$ cat config.mk
export PLATFORM = sky130hd
export DESIGN_NAME = nibble_sum_accumulator_flat
export DESIGN_NICKNAME = d
export VERILOG_FILES = /design/src/rtl/nibble_sum_accumulator_if.sv /design/src/rtl/nibble_sum_accumulator.sv /design/src/flat_wrapper.sv
export SDC_FILE = /design/constraint.sdc
export NUM_CORES = 1
export LEC_CHECK = 0
export ABC_CLOCK_PERIOD_IN_PS = 3200
export CAP_MARGIN = 5
export CORE_MARGIN = 5
export CORE_UTILIZATION = 53
export CTS_CLUSTER_SIZE = 24
export DETAILED_ROUTE_END_ITERATION = 12
export GPL_TIMING_DRIVEN = 0
export PLACE_DENSITY = 0.79
export SETUP_SLACK_MARGIN = 0.02
export SYNTH_ARGS = -nofsm -noshare
export SYNTH_HDL_FRONTEND = slang
export SYNTH_SLANG_ARGS = --single-unit
export TNS_END_PERCENT = 10
$ cat constraint.sdc
create_clock -name clk -period 3.2 [get_ports clk]
set_input_delay 0.64 -clock clk [delete_from_list [all_inputs] [get_ports clk]]
set_output_delay 0.64 -clock clk [all_outputs]
set_load 0.02 [all_outputs]
$ cat src/rtl/nibble_sum_accumulator_if.sv
// Purpose: handshake bundle between the 4-bit adder stage, the nibble sum
//          accumulator and the consumer of the frame totals.
// Signals:
//   in_valid / in_ready   sample handshake (producer -> accumulator)
//   in_sum[3:0], in_c5    adder sum nibble and carry-out forming one sample
//   out_valid / out_ready frame result handshake (accumulator -> consumer)
//   out_acc[ACC_W-1:0]    frame total modulo 2**ACC_W
//   out_ovf               frame total did not fit in ACC_W bits
// Modports: master = producer/consumer side, slave = accumulator side.
interface nibble_sum_accumulator_if #(
  parameter int ACC_W = 12
);
  logic             in_valid;
  logic             in_ready;
  logic [3:0]       in_sum;
  logic             in_c5;
  logic             out_valid;
  logic             out_ready;
  logic [ACC_W-1:0] out_acc;
  logic             out_ovf;

  modport master (
    output in_valid, in_sum, in_c5, out_ready,
    input  in_ready, out_valid, out_acc, out_ovf
  );

  modport slave (
    input  in_valid, in_sum, in_c5, out_ready,
    output in_ready, out_valid, out_acc, out_ovf
  );
endinterface

$ cat src/rtl/nibble_sum_accumulator.sv
// Purpose: sums N_SAMPLES 5-bit adder results {c5,sum} per frame into an
//          ACC_W-bit total with a sticky overflow flag, holds the total on a
//          valid/ready output until taken, then starts the next frame.
// Ports:
//   clk  rising-edge clock
//   r    asynchronous active-high reset
//   clr  synchronous frame abort (drops any sample offered in that cycle)
//   bus  nibble_sum_accumulator_if.slave: sample input handshake and
//        registered frame result (out_valid, out_acc, out_ovf)
module nibble_sum_accumulator #(
  parameter int ACC_W     = 12,
  parameter int N_SAMPLES = 8,
  parameter int CNT_W     = 8
) (
  input  logic                    clk,
  input  logic                    r,
  input  logic                    clr,
  nibble_sum_accumulator_if.slave bus
);

  typedef enum logic [1:0] {
    ST_IDLE  = 2'd0,
    ST_ACCUM = 2'd1,
    ST_HOLD  = 2'd2
  } state_e;

  // A one-sample frame completes directly from IDLE.
  localparam bit SINGLE = (N_SAMPLES == 1);
  localparam logic [CNT_W-1:0] LAST_CNT = CNT_W'(N_SAMPLES - 1);

  state_e           state_q, state_d;
  logic [ACC_W-1:0] acc_q, acc_d;
  logic [CNT_W-1:0] cnt_q, cnt_d;
  logic             ovf_q, ovf_d;
  logic             out_valid_q, out_valid_d;

  logic             in_ready_s;
  logic             accept_s;
  logic [ACC_W:0]   sample_s;
  logic [ACC_W:0]   base_s;
  logic [ACC_W:0]   sum_s;

  assign in_ready_s = (state_q != ST_HOLD);
  assign accept_s   = bus.in_valid & in_ready_s;
  assign sample_s   = {{(ACC_W-4){1'b0}}, bus.in_c5, bus.in_sum};
  // IDLE starts a fresh frame, so the first sample is added to zero.
  assign base_s     = (state_q == ST_IDLE) ? {(ACC_W+1){1'b0}} : {1'b0, acc_q};
  // One extra bit catches the carry out of the accumulator for the sticky flag.
  assign sum_s      = base_s + sample_s;

  assign bus.in_ready  = in_ready_s;
  assign bus.out_valid = out_valid_q;
  assign bus.out_acc   = acc_q;
  assign bus.out_ovf   = ovf_q;

  // Next-state and next-datapath logic; clr overrides every state.
  always_comb begin
    state_d     = state_q;
    acc_d       = acc_q;
    cnt_d       = cnt_q;
    ovf_d       = ovf_q;
    out_valid_d = out_valid_q;
    if (clr) begin
      state_d     = ST_IDLE;
      acc_d       = {ACC_W{1'b0}};
      cnt_d       = {CNT_W{1'b0}};
      ovf_d       = 1'b0;
      out_valid_d = 1'b0;
    end else begin
      case (state_q)
        ST_IDLE: begin
          if (accept_s) begin
            acc_d = sum_s[ACC_W-1:0];
            cnt_d = CNT_W'(1);
            ovf_d = sum_s[ACC_W];
            if (SINGLE) begin
              state_d     = ST_HOLD;
              out_valid_d = 1'b1;
            end else begin
              state_d     = ST_ACCUM;
              out_valid_d = 1'b0;
            end
          end else begin
            state_d = ST_IDLE;
          end
        end
        ST_ACCUM: begin
          if (accept_s) begin
            acc_d = sum_s[ACC_W-1:0];
            cnt_d = cnt_q + CNT_W'(1);
            ovf_d = ovf_q | sum_s[ACC_W];
            // The result becomes visible on the same edge as the final sample.
            if (cnt_q == LAST_CNT) begin
              state_d     = ST_HOLD;
              out_valid_d = 1'b1;
            end else begin
              state_d     = ST_ACCUM;
              out_valid_d = 1'b0;
            end
          end else begin
            state_d = ST_ACCUM;
          end
        end
        ST_HOLD: begin
          if (bus.out_ready) begin
            state_d     = ST_IDLE;
            acc_d       = {ACC_W{1'b0}};
            cnt_d       = {CNT_W{1'b0}};
            ovf_d       = 1'b0;
            out_valid_d = 1'b0;
          end else begin
            state_d = ST_HOLD;
          end
        end
        default: begin
          state_d     = ST_IDLE;
          acc_d       = {ACC_W{1'b0}};
          cnt_d       = {CNT_W{1'b0}};
          ovf_d       = 1'b0;
          out_valid_d = 1'b0;
        end
      endcase
    end
  end

  // State and datapath registers with asynchronous reset.
  always_ff @(posedge clk or posedge r) begin
    if (r) begin
      state_q     <= ST_IDLE;
      acc_q       <= {ACC_W{1'b0}};
      cnt_q       <= {CNT_W{1'b0}};
      ovf_q       <= 1'b0;
      out_valid_q <= 1'b0;
    end else begin
      state_q     <= state_d;
      acc_q       <= acc_d;
      cnt_q       <= cnt_d;
      ovf_q       <= ovf_d;
      out_valid_q <= out_valid_d;
    end
  end

endmodule

$ cat src/flat_wrapper.sv
// flat-port wrapper written by rule: the top's interface ports become plain ports
module nibble_sum_accumulator_flat 
#(
  parameter int ACC_W     = 12,
  parameter int N_SAMPLES = 8,
  parameter int CNT_W     = 8
)
  (clk, r, clr, bus_in_valid, bus_in_sum, bus_in_c5, bus_out_ready, bus_in_ready, bus_out_valid, bus_out_acc, bus_out_ovf);
  nibble_sum_accumulator_if #(.ACC_W(ACC_W)) bus_i ();
  input  logic clk;
  input  logic r;
  input  logic clr;
  input wire logic [$bits(bus_i.in_valid)-1:0] bus_in_valid;
  input wire logic [$bits(bus_i.in_sum)-1:0] bus_in_sum;
  input wire logic [$bits(bus_i.in_c5)-1:0] bus_in_c5;
  input wire logic [$bits(bus_i.out_ready)-1:0] bus_out_ready;
  output wire logic [$bits(bus_i.in_ready)-1:0] bus_in_ready;
  output wire logic [$bits(bus_i.out_valid)-1:0] bus_out_valid;
  output wire logic [$bits(bus_i.out_acc)-1:0] bus_out_acc;
  output wire logic [$bits(bus_i.out_ovf)-1:0] bus_out_ovf;
  assign bus_i.in_valid = bus_in_valid;
  assign bus_i.in_sum = bus_in_sum;
  assign bus_i.in_c5 = bus_in_c5;
  assign bus_i.out_ready = bus_out_ready;
  assign bus_in_ready = bus_i.in_ready;
  assign bus_out_valid = bus_i.out_valid;
  assign bus_out_acc = bus_i.out_acc;
  assign bus_out_ovf = bus_i.out_ovf;
  nibble_sum_accumulator #(.ACC_W(ACC_W), .N_SAMPLES(N_SAMPLES), .CNT_W(CNT_W)) u_core (.clk(clk), .r(r), .clr(clr), .bus(bus_i));
endmodule
# After elaboration in Yosys (flattened, before gate mapping)
# Cells that the tools add are included.
# classes
add_sub_neg,2
eq_ne,8
mux,26
bitwise,2
n_reduce_logical,4
# ops
cell,n
$mux 12,4
$mux 8,4
$pmux 12 s2,1
$pmux 8 s3,1
$add 13x5->13,1
$mux 1,9
$add 8x1->8 const B,1
$eq 8x3->1 const B,1
$mux 2,4
$ne 3x2->1 const B,2
$pmux 1 s3,2
$pmux 2 s3,1
$ne 3x1->1 const B,1
$ne 3x3->1 const B,1
$reduce_and 3->1,1
$eq 2x1->1 const B,1
$eq 2x2->1 const B,1
$logic_not 2->1,1
$ne 2x2->1 const B,1
$reduce_and 2->1,1
$reduce_or 2->1,1
$and 1x1->1,1
$or 1x1->1,1
# word_totals
ff_bits,24
inputBits,10
output_inout_bits,15
elab_cells,47

# Depth between registers and ports, before layout
# logic_depth
ltp_word,7
ltp_mapped,10
ltp_nobuf,8

# Worst setup path after synthesis
# No wires, ideal clock.
# synth_path
kind,flip-flop to flip-flop
from,register u_core.state_q[1]
to,"register u_core.acc_q[6], in the netlist u_core.bus.out_acc[6]"
setup_time_ps,124
t_arrival_ps,2400
required_ps,3076
setup_slack_ps,677
stages_incl_launch_ff,11
n_path_buf,2
synth_period_minus_slack_ps,2523
path_cell_list,dfrtp_1 buf_6 buf_2 nor2_1 nor2b_1 ha_1 fa_1 a211oi_1 o21bai_1 and3_1 a211o_1
# synth_between
elab_chain_len,6
elab_cells_between_ends,14
cone_classes,1 x add/sub; 5 x eq/ne; 4 x mux; 1 x bitwise; 3 x reduce/logical
# synth_rtl
item,line,source
from (decl),nibble_sum_accumulator.sv:31,"state_e state_q, state_d;"
from (signal assigned),nibble_sum_accumulator.sv:135,state_q <= state_d;
$logic_not 2->1,"nibble_sum_accumulator.sv:47, nibble_sum_accumulator.sv:70",
$mux 12,nibble_sum_accumulator.sv:47,"assign base_s = (state_q == ST_IDLE) ? {(ACC_W+1){1'b0}} : {1'b0, acc_q};"
$add 13x5->13,nibble_sum_accumulator.sv:49,assign sum_s = base_s + sample_s;
$mux 12,"nibble_sum_accumulator.sv:72, nibble_sum_accumulator.sv:88",
$pmux 12 s2,nibble_sum_accumulator.sv:70,case (state_q)
$mux 12,nibble_sum_accumulator.sv:63,if (clr) begin
to (signal assigned),nibble_sum_accumulator.sv:130,acc_q <= {ACC_W{1'b0}};
to (decl),nibble_sum_accumulator.sv:32,"logic [ACC_W-1:0] acc_q, acc_d;"
# Several ways; a longest one is shown, not always the timed one. The select of a mux whose other input is x is not followed.
# A chain may end at the register's enable or synchronous reset.

# Worst setup path in the final report
# Same ends and word-level chain as after synthesis.

==> impl_metrics.json <==
{
  "status": "completed",
  "synth.most_common_cell": "dfrtp_1",
  "fin_nets": 216,
  "required_ns": 3.41,
  "grt_antenna_before_repair": 0,
  "grt_pass1_wl_microns": 6210,
  "fin_crit_ns": 2.960,
  "track_usage_pct": 18.30,
  "gp_congestion": 0.8721,
  "clk_latency_ns": 0.31,
  "synthCells": 171,
  "synth_cell_types": 50,
  "max-slew-margin-rel_pct": 34.71,
  "post-cts-setup-buffers": 0,
  "route.detailed.drc": 0,
  "crit_type": "reg2reg",
  "p_leak_nw": 0.8332,
  "hold_start": "u_core.bus.out_valid$_DFFE_PP0P_",
  "numCtsBuffers": 3,
  "start_util_pct": 55.65,
  "worst_slack_ns": 0.2396,
  "cts.sinks": 24,
  "detail-route-antenna-nets": 0,
  "total_power_mw": 0.5473,
  "cp_max_fo": 10,
  "io_pins": 25,
  "synth_area_sq_mm": 0.001548,
  "vias": 1418,
  "clockBufferDepth": 2,
  "post_cts_resized": 0,
  "layout-drive-gt1-share_pct": 9.645,
  "avgSynthCellArea_sq_um": 9.051,
  "diodes": 0,
  "cts_max_level": 1,
  "syn-num-nets": 188,
  "rr_startpoint": "u_core.state_q[1]$_DFF_PP0_",
  "drt_first_iter_violations": 125,
  "yosys_warnings": 0,
  "io_buffers": 23,
  "post-place-ws_ns": 0.3144,
  "route.detailed.wl_per_inst_microns": 16.07,
  "clk_pin_slew_ns": 0.13,
  "power_density_mw_per_mm2": 297.5,
  "grt_pass1_vias": 1359,
  "yosysTopAreaCellShare_pct": 38.80,
  "die_y_microns": 64.04,
  "peakVddDrop_mv": 0.2213,
  "finalSetupViolCount": 0,
  "hold_path_class": "reg2reg",
  "routed_wl_microns": 3664,
  "core-area_sq_mm": 0.002781,
  "via_per_inst": 6.219,
  "synth-seq-cells": 24,
  "cts_tree": "done",
  "cp-start-kind": "flop",
  "die_area_sq_mm": 0.004101,
  "synthTopCellsByCount": "24 x dfrtp_1, 22 x o21ai_0, 17 x nand2_1, 8 x nor2_1, 7 x nand3_1",
  "fillerInstances": 237,
  "finalHoldViolations": 0,
  "crit_path_end_kind": "flop",
  "ys.flop_type": "dfrtp_1",
  "synth-edff-count": 0,
  "syn_to_final_growth_pct": 18.84,
  "crit_start": "u_core.state_q[1]$_DFF_PP0_",
  "worstMarginPinSlew_ns": 0.9719,
  "cts_hold_buf": 0,
  "rows": 19,
  "timing.final.crit_share_pct": 92.51,
  "skew_ns": 0.009120,
  "arrival_ns": 3.17,
  "ys_seq_area_share_pct": 38.80,
  "rsz0062_at_grt": "no",
  "slew_viol_final": 0,
  "dp_hpwl_microns": 2650,
  "finalSetupTns_ns": 0,
  "max_cap_viol_count": 0,
  "firstDrtPassIters": 4,
  "grt_overflow": 0,
  "synth_top_area_cell": "dfrtp_1",
  "die_w_microns": 64.04,
  "synth_area_leaders": "dfrtp_1 39%, o21ai_0 7.1%, ha_1 4.9%",
  "async_flop_share_pct": 100.0,
  "clockRootBuffer": "clkbuf_4",
  "grt_max_degree": 25,
  "fmax_mhz": 337.8
}
-- worst paths after layout --
kind / end / slack, ns / depth (start not counted)
max: u_core.bus.out_acc[6]$_DFFE_PP0P_ / 0.24 / 10
min: u_core.bus.out_valid$_DFFE_PP0P_ / 0.51 / 2
max reg2reg: u_core.bus.out_acc[6]$_DFFE_PP0P_ / 0.24 / 10
min reg2reg: u_core.bus.out_valid$_DFFE_PP0P_ / 0.51 / 2
max in group asynchronous: u_core.cnt_q[0]$_DFFE_PP0P_ / 1.83 / 2
min in group asynchronous: u_core.bus.out_acc[7]$_DFFE_PP0P_ / 0.81 / 2
-- power breakdown --
part	leakage (nW)	switching (mW)	internal [mW]
logic	0.490	0.0564	0.0408
clock network	0.0138	0.0887	0.0440
registers	0.329	0.00681	0.311
-- routing by layer --
layer,vias to the layer above,part of all wire (%),GRT usage [%]
li1,687,-,-
met3,4,4.3,2.452
met2,38,49,31.16
met4,0,0.79,4.416
met5,-,0,0
met1,689,46,24.50
-- placed cells by master (no fill, tap or decap), types with 3 or more instances in the layout --
cell,instances
a211oi_1,5
a21o_1,5
a21oi_1,5
and3_1,3
buf_2,3
clkbuf_4,3
clkdlybuf4s50_1,23
dfrtp_1,24
ha_1,6
inv_1,5
nand2_1,17
nand2b_1,3
nand3_1,7
nand4_1,5
nor2_1,8
nor2b_1,5
nor3_1,3
o21ai_0,22
o31ai_1,4
-- registers in the layout, indices dropped and copies added, names as in the netlist --
signal / count
u_core.cnt_q: 8
u_core.bus.out_acc: 12
u_core.state_q: 2
u_core.bus.out_ovf: 1
u_core.bus.out_valid: 1
-- worst max-delay path, stage by stage, from the launching register on --
cell and delay, ns:
dfrtp_1 0.40, buf_6 0.13, buf_2 0.18, nor2_1 0.33, nor2b_1 0.09, ha_1 0.24
fa_1 0.43, a211oi_1 0.31, o21bai_1 0.25, and3_1 0.23, a211o_1 0.26
-- logic make-up (layout without fill, tap and decap cells) --
kind of cell / Yosys count / after routing / share of synthesized area [%]
flip-flops: 24 / 24 / 38.80
multiplexers: 1 / 1 / 0.6468
AO/OA/AOI/OAI: 59 / 59 / 25.55
buffers and inverters: 13 / 39 / 4.365
AND/OR/NAND/NOR: 66 / 66 / 23.93
adder cells (fa/ha/maj): 7 / 7 / 6.144
XOR/XNOR: 1 / 1 / 0.5660
-- metrics by stage --
step           area (sq um)  hold WS (ns)  std cells  util, %
4_1_cts                1839        0.5153        228    66.13
6_report               1839        0.5089        228    66.13
3_5_place_dp           1817        0.4849        225    65.32
5_1_grt                1839        0.5605        228    66.13
2_1_floorplan          1548        0.4677        171        -
3_3_place_gp           1817        0.4661        225    65.32
-- area by class of cell --
class	count	area [sq um]	share of cell area (%)
timing repair buffer	23	230.2	12.52
multi-input combinational	134	879.6	47.82
tap	31	38.79	2.109
buffer	8	48.80	2.653
sequential	24	600.6	32.65
inverter	5	18.77	1.020
clock buffer	3	22.52	1.224
(Power assumes the default switching activity.)
